**src/rtl/hazard_unit_pkg.sv**
```systemverilog
// Shared types for the pipeline hazard controller: instruction classes, FSM states,
// forward-select codes and a small register-match helper.
package hazard_unit_pkg;

  typedef enum logic [2:0] {
    ALU     = 3'd0,
    ALU_IMM = 3'd1,
    LOAD    = 3'd2,
    STORE   = 3'd3,
    BRANCH  = 3'd4,
    JUMP    = 3'd5,
    UPPER   = 3'd6,
    SYSTEM  = 3'd7
  } InstructionTypes;

  typedef enum logic {
    IDLE     = 1'b0,
    MDU_BUSY = 1'b1
  } HazardState_t;

  localparam logic [1:0] FWD_REG   = 2'b00;
  localparam logic [1:0] FWD_ALU_M = 2'b01;
  localparam logic [1:0] FWD_RES_W = 2'b10;
  localparam logic [1:0] FWD_UPPER = 2'b11;

  // x0 is hardwired to zero, so a write to it never produces a usable value
  function automatic logic reg_hit(input logic we, input logic [4:0] rd, input logic [4:0] rs);
    return we && (rd != 5'd0) && (rd == rs);
  endfunction

endpackage

```
**src/rtl/hazard_unit_forward_select.sv**
```systemverilog
// Per-operand forwarding priority: memory stage beats writeback, upper-immediate
// producers get their own mux leg.
module forward_select
  import hazard_unit_pkg::*;
(
  input  logic [4:0]      rs_i,
  input  logic [4:0]      rd_m_i,
  input  logic [4:0]      rd_w_i,
  input  logic            reg_write_m_i,
  input  logic            reg_write_w_i,
  input  InstructionTypes type_m_i,
  input  InstructionTypes type_w_i,
  output logic [1:0]      fwd_sel_o
);

  always_comb begin
    fwd_sel_o = FWD_REG;
    if (reg_hit(reg_write_m_i, rd_m_i, rs_i)) begin
      fwd_sel_o = (type_m_i == UPPER) ? FWD_UPPER : FWD_ALU_M;
    end else if (reg_hit(reg_write_w_i, rd_w_i, rs_i)) begin
      fwd_sel_o = (type_w_i == UPPER) ? FWD_UPPER : FWD_RES_W;
    end else begin
      fwd_sel_o = FWD_REG;
    end
  end

endmodule

```
**src/rtl/hazard_unit.sv**
```systemverilog
// Hazard controller for the 5-stage RV32 core: operand forwarding, load-use stall,
// taken-branch flush, multi-cycle MDU stall FSM with timeout, and performance counters.
module hazard_unit
  import hazard_unit_pkg::*;
#(
  parameter int unsigned MDU_TIMEOUT = 64,
  parameter int unsigned CNT_W       = 32
) (
  input  logic             clk,
  input  logic             rst,
  input  logic [4:0]       iRs1D,
  input  logic [4:0]       iRs2D,
  input  logic [4:0]       iRs1E,
  input  logic [4:0]       iRs2E,
  input  logic [4:0]       iRdE,
  input  logic [4:0]       iRdM,
  input  logic [4:0]       iRdW,
  input  logic             iRegWriteE,
  input  logic             iRegWriteM,
  input  logic             iRegWriteW,
  input  InstructionTypes  iInstructionTypeE,
  input  InstructionTypes  iInstructionTypeM,
  input  InstructionTypes  iInstructionTypeW,
  input  logic             iBranchTakenE,
  input  logic             iMduStartE,
  input  logic             iMduDoneE,
  output logic [1:0]       oForwardAluOp1,
  output logic [1:0]       oForwardAluOp2,
  output logic             oStallF,
  output logic             oStallD,
  output logic             oStallE,
  output logic             oFlushD,
  output logic             oFlushE,
  output logic             oMduTimeout,
  output logic [CNT_W-1:0] oStallCount,
  output logic [CNT_W-1:0] oFlushCount
);

  localparam int unsigned TW = (MDU_TIMEOUT > 1) ? $clog2(MDU_TIMEOUT) : 1;
  localparam logic [TW-1:0] TCNT_LAST = TW'(MDU_TIMEOUT - 1);

  HazardState_t      state_q, state_d;
  logic [TW-1:0]     tcnt_q, tcnt_d;
  logic              timeout_q, timeout_d;
  logic [CNT_W-1:0]  stall_cnt_q, stall_cnt_d;
  logic [CNT_W-1:0]  flush_cnt_q, flush_cnt_d;

  logic enter_busy, mdu_stall, load_use, branch_flush;

  forward_select u_fwd_op1 (
    .rs_i(iRs1E), .rd_m_i(iRdM), .rd_w_i(iRdW),
    .reg_write_m_i(iRegWriteM), .reg_write_w_i(iRegWriteW),
    .type_m_i(iInstructionTypeM), .type_w_i(iInstructionTypeW),
    .fwd_sel_o(oForwardAluOp1)
  );

  forward_select u_fwd_op2 (
    .rs_i(iRs2E), .rd_m_i(iRdM), .rd_w_i(iRdW),
    .reg_write_m_i(iRegWriteM), .reg_write_w_i(iRegWriteW),
    .type_m_i(iInstructionTypeM), .type_w_i(iInstructionTypeW),
    .fwd_sel_o(oForwardAluOp2)
  );

  // The issuing cycle already holds E so the MDU op stays put until its result returns
  assign enter_busy   = (state_q == IDLE) && iMduStartE && !iBranchTakenE && !iMduDoneE;
  assign mdu_stall    = enter_busy || ((state_q == MDU_BUSY) && !iMduDoneE);
  assign load_use     = (state_q == IDLE) && (iInstructionTypeE == LOAD) &&
                        (reg_hit(iRegWriteE, iRdE, iRs1D) || reg_hit(iRegWriteE, iRdE, iRs2D));
  assign branch_flush = (state_q == IDLE) && iBranchTakenE;

  assign oStallF     = mdu_stall || (load_use && !branch_flush);
  assign oStallD     = oStallF;
  assign oStallE     = mdu_stall;
  assign oFlushD     = branch_flush;
  assign oFlushE     = branch_flush || (load_use && !mdu_stall);
  assign oMduTimeout = timeout_q;
  assign oStallCount = stall_cnt_q;
  assign oFlushCount = flush_cnt_q;

  always_comb begin
    state_d   = state_q;
    tcnt_d    = tcnt_q;
    timeout_d = 1'b0;
    case (state_q)
      IDLE: begin
        if (enter_busy) begin
          state_d = MDU_BUSY;
          tcnt_d  = '0;
        end else begin
          state_d = IDLE;
        end
      end
      MDU_BUSY: begin
        if (iMduDoneE) begin
          state_d = IDLE;
        end else if (tcnt_q == TCNT_LAST) begin
          state_d   = IDLE;
          timeout_d = 1'b1;
        end else begin
          tcnt_d = tcnt_q + TW'(1);
        end
      end
      default: state_d = IDLE;
    endcase
  end

  always_comb begin
    stall_cnt_d = stall_cnt_q;
    flush_cnt_d = flush_cnt_q;
    if (oStallF && (stall_cnt_q != '1)) begin
      stall_cnt_d = stall_cnt_q + CNT_W'(1);
    end else begin
      stall_cnt_d = stall_cnt_q;
    end
    if (oFlushD && (flush_cnt_q != '1)) begin
      flush_cnt_d = flush_cnt_q + CNT_W'(1);
    end else begin
      flush_cnt_d = flush_cnt_q;
    end
  end

  always_ff @(posedge clk or posedge rst) begin
    if (rst) begin
      state_q     <= IDLE;
      tcnt_q      <= '0;
      timeout_q   <= 1'b0;
      stall_cnt_q <= '0;
      flush_cnt_q <= '0;
    end else begin
      state_q     <= state_d;
      tcnt_q      <= tcnt_d;
      timeout_q   <= timeout_d;
      stall_cnt_q <= stall_cnt_d;
      flush_cnt_q <= flush_cnt_d;
    end
  end

endmodule
```
**config.mk**
```make
export PLATFORM = sky130hd
export DESIGN_NAME = hazard_unit
export DESIGN_NICKNAME = d
export VERILOG_FILES = /design/src/rtl/hazard_unit_pkg.sv /design/src/rtl/hazard_unit_forward_select.sv /design/src/rtl/hazard_unit.sv
export SDC_FILE = /design/constraint.sdc
export NUM_CORES = 1
export LEC_CHECK = 0
export ABC_CLOCK_PERIOD_IN_PS = 2520
export BUFFER_PORTS_ARGS = -buffer_cell sky130_fd_sc_hd__buf_2
export CAP_MARGIN = 30
export CORE_MARGIN = 3
export CORE_UTILIZATION = 45
export DETAILED_ROUTE_END_ITERATION = 6
export GPL_ROUTABILITY_DRIVEN = 0
export GPL_TIMING_DRIVEN = 0
export PLACE_DENSITY = 0.7
export SYNTH_ARGS = -nofsm -noshare
export SYNTH_HDL_FRONTEND = slang
export SYNTH_SLANG_ARGS = --single-unit
```
**constraint.sdc**
```tcl
create_clock -name clk -period 2.52 [get_ports clk]
set_input_delay 0.252 -clock clk [delete_from_list [all_inputs] [get_ports clk]]
set_output_delay 0.252 -clock clk [all_outputs]
set_load 0.01 [all_outputs]
```
==> impl_metrics.sql <==
INSERT INTO impl_metrics (metric_group, metric, value, unit) VALUES
('critical_path', 'slowest_cell_on_the_critical_path', 'or4_4', ''),
('sta', 'maxClockFrequency', '431', 'MHz'),
('critical_path', 'worst_path_required', '2730', 'ps'),
('power', 'power_density', '542', 'mW/mm²'),
('power', 'vdd_drop_max', '474', 'µV'),
('clock_network', 'cts_tree', 'yes', ''),
('global_routing', 'pin_count_of_the_biggest_net_entering_global_routing', '73', ''),
('yosys', 'synth_top_area_cell', 'dfrtp_1', ''),
('clock_network', 'cts_buffer_depth', '2', ''),
('cells_and_area', 'nNetsFinal', '587', ''),
('clock_network', 'cts.repair.resized', '0', ''),
('routing', 'detail_route.iter0.violations', '76', ''),
('yosys', 'synth_cells', '396', ''),
('cells_and_area', 'drive_above_1_share', '30.4', '%'),
('clock_network', 'worst_setup_hold_path_clk_slew', '80', 'ps'),
('sta', 'min_period', '2320', 'ps'),
('yosys', 'synth_nets', '451', ''),
('routing', 'vias_per_cell', '5.19', ''),
('cells_and_area', 'areaGrowthSynthToFinish', '23.8', '%'),
('yosys', 'yosysTopAreaCellShare', '46.0', '%'),
('global_routing', 'grt_antenna_before_repair', '0', ''),
('critical_path', 'timing.critical_path.from', 'oFlushCount[0]$_DFFE_PP0P_', ''),
('placed_design', 'hpwlAfterDp', '6.89', 'mm'),
('critical_path', 'critPathMaxFanout', '7', ''),
('routing', 'detail_route.first_pass.iterations', '4', ''),
('clock_network', 'numClockSinks', '72', ''),
('sta', 'worst-slew-pin-transition', '866', 'ps'),
('yosys', 'syn_area', '0.00392', 'mm²'),
('critical_path', 'cpPeakStageDelay', '530', 'ps'),
('yosys', 'synth-edff-count', '0', ''),
('yosys', 'async_flop_share', '100', '%'),
('cells_and_area', 'insertedDiodeCount', '0', ''),
('clock_network', 'cts_inserted_buffers', '9', ''),
('yosys', 'dominantRegCellSynth', 'dfrtp_1', ''),
('sta', 'hold_ws', '103', 'ps'),
('placed_design', 'io_buffer_count', '125', ''),
('sta', 'clock_skew', '13.8', 'ps'),
('global_routing', 'via_count_of_the_first_global_routing_pass', '3378', ''),
('critical_path', 'worstSetupPathType', 'reg -> reg', ''),
('power', 'power_leakage', '2.51', 'nW'),
('routing', 'detail-route-antenna-nets', '0', ''),
('routing', 'via_count', '3332', ''),
('yosys', 'synth.avg_cell_area', '9.90', 'µm²'),
('global_routing', 'total_global_route_track_usage', '18.8', '%'),
('sta', 'drv_slew', '0', ''),
('cells_and_area', 'finalInstanceArea', '0.00485', 'mm²'),
('die', 'std_cell_rows', '33', ''),
('routing', 'post-route-drc-count', '0', ''),
('routing', 'wl', '8.92', 'mm'),
('power', 'fin_total_pwr', '2.63', 'mW'),
('critical_path', 'timing.rr.start', 'oFlushCount[0]$_DFFE_PP0P_', ''),
('flow_run', 'timing.max_cap.violations', '0', ''),
('critical_path', 'setup.worst_path.start_class', 'flip-flop', ''),
('die', 'design.die.area', '0.00986', 'mm²'),
('yosys', 'netlist-cell-type-count', '45', ''),
('die', 'initial_core_util', '47.0', '%'),
('routing', 'wl_per_cell', '13.9', 'µm'),
('run_status', 'run_status', 'complete, no violations', ''),
('clock_network', 'worst_skew_pair.late_latency', '340', 'ps'),
('die', 'fp.dieW', '99.3', 'µm'),
('yosys', 'ys_seq_area_share', '46.0', '%'),
('critical_path', 'crit_path_capture_type', 'flip-flop', ''),
('clock_network', 'cts_root_buf', 'clkbuf_8', ''),
('yosys', 'ys_seq_elements', '72', ''),
('clock_network', 'post-cts-setup-buffer-count', '0', ''),
('cells_and_area', 'final_common_cell', 'buf_2', ''),
('clock_network', 'htreeDepth', '3', ''),
('sta', 'timing.final.crit_share', '92.0', '%'),
('placed_design', 'post-place-cells', '626', ''),
('sta', 'timing.slew.headroom', '42.3', '%'),
('critical_path', 'cp_data_arrival_time', '2530', 'ps');
## worst paths after layout
kind	end	slack [ps]	cells past startpoint
worst max-delay path	oFlushCount[1]$_DFFE_PP0P_	200	6
worst min-delay path	oStallCount[9]$_DFFE_PP0P_	100	2
worst max register to register	oFlushCount[1]$_DFFE_PP0P_	200	6
worst min register to register	oStallCount[31]$_DFFE_PP0P_	480	1
max in group asynchronous	tcnt_q[2]$_DFFE_PP0P_	1850	2
min in group clk	oMduTimeout$_DFF_PP0_	140	2
## power breakdown
part	switching, mW	internal (mW)
Sequential	0.134	1.24
Combinational	0.246	0.211
Clock	0.446	0.357
Total	0.825	1.80
## synthesized netlist by cell type (2+ instances only)
master and n:
dfrtp_1 72, xor2_1 53, xnor2_1 42, nand3_1 40, nor2_1 40, nand2_1 33
nor3_1 17, nand4_1 14, inv_1 12, and3_1 7, and4_1 6, nor4_1 6
o21ai_0 6, nor3_2 4, or4_1 4, and2_1 3, ha_1 3, buf_2 2
buf_4 2, mux2_2 2, mux2i_1 2, nand3b_1 2, nor4_2 2
## state kept, by name (all words and copies together) (netlist names)
name         count
oFlushCount     32
oMduTimeout      1
oStallCount     32
state_q          1
tcnt_q           6
## area by class of cell
cell class              instances  area [µm²]
plain buffers                   6        40.0
clock buffers                   9         124
clock inverters                 7        47.5
fillers                       754        3490
inverters                      12        47.5
multi-input cells             306        2030
flip-flops and latches         72        1800
well taps                     105         131
repair buffers                125         626
## logic make-up after synthesis
group,Yosys count,share of synthesized area [%]
buf+inv,18,2.17
mux,5,1.37
flops,72,46.0
compound gates,17,3.19
xor+xnor,95,21.2
simple gates,186,25.1
fa+ha+maj,3,0.958
## layer usage
metal	up-vias	part of all wire (%)	GRT usage [%]
li1	1633	-	-
met1	1613	43	23.9
met2	81	51	32.7
met3	5	5.1	3.93
met4	0	0.59	4.83
met5	-	0	0
## per-stage QoR
| step | util (%) | worst slack (ps) |
|---|---|---|
| CTS | 58.1 | 201 |
| global route | 58.1 | 65.4 |
| detailed placement | 56.1 | 218 |
| floorplan | - | 305 |
| finish | 58.1 | 201 |
| global placement | 56.1 | -460 |
## worst max-delay path, delay by kind of cell, from the launching register on
family                     cells  cell delay [ps]
DFF                            1              470
and+or+nand+nor                4             1170
muxes                          1              320
adders and majority gates      1              240
No activity file was read; power rests on OpenSTA's default activity.
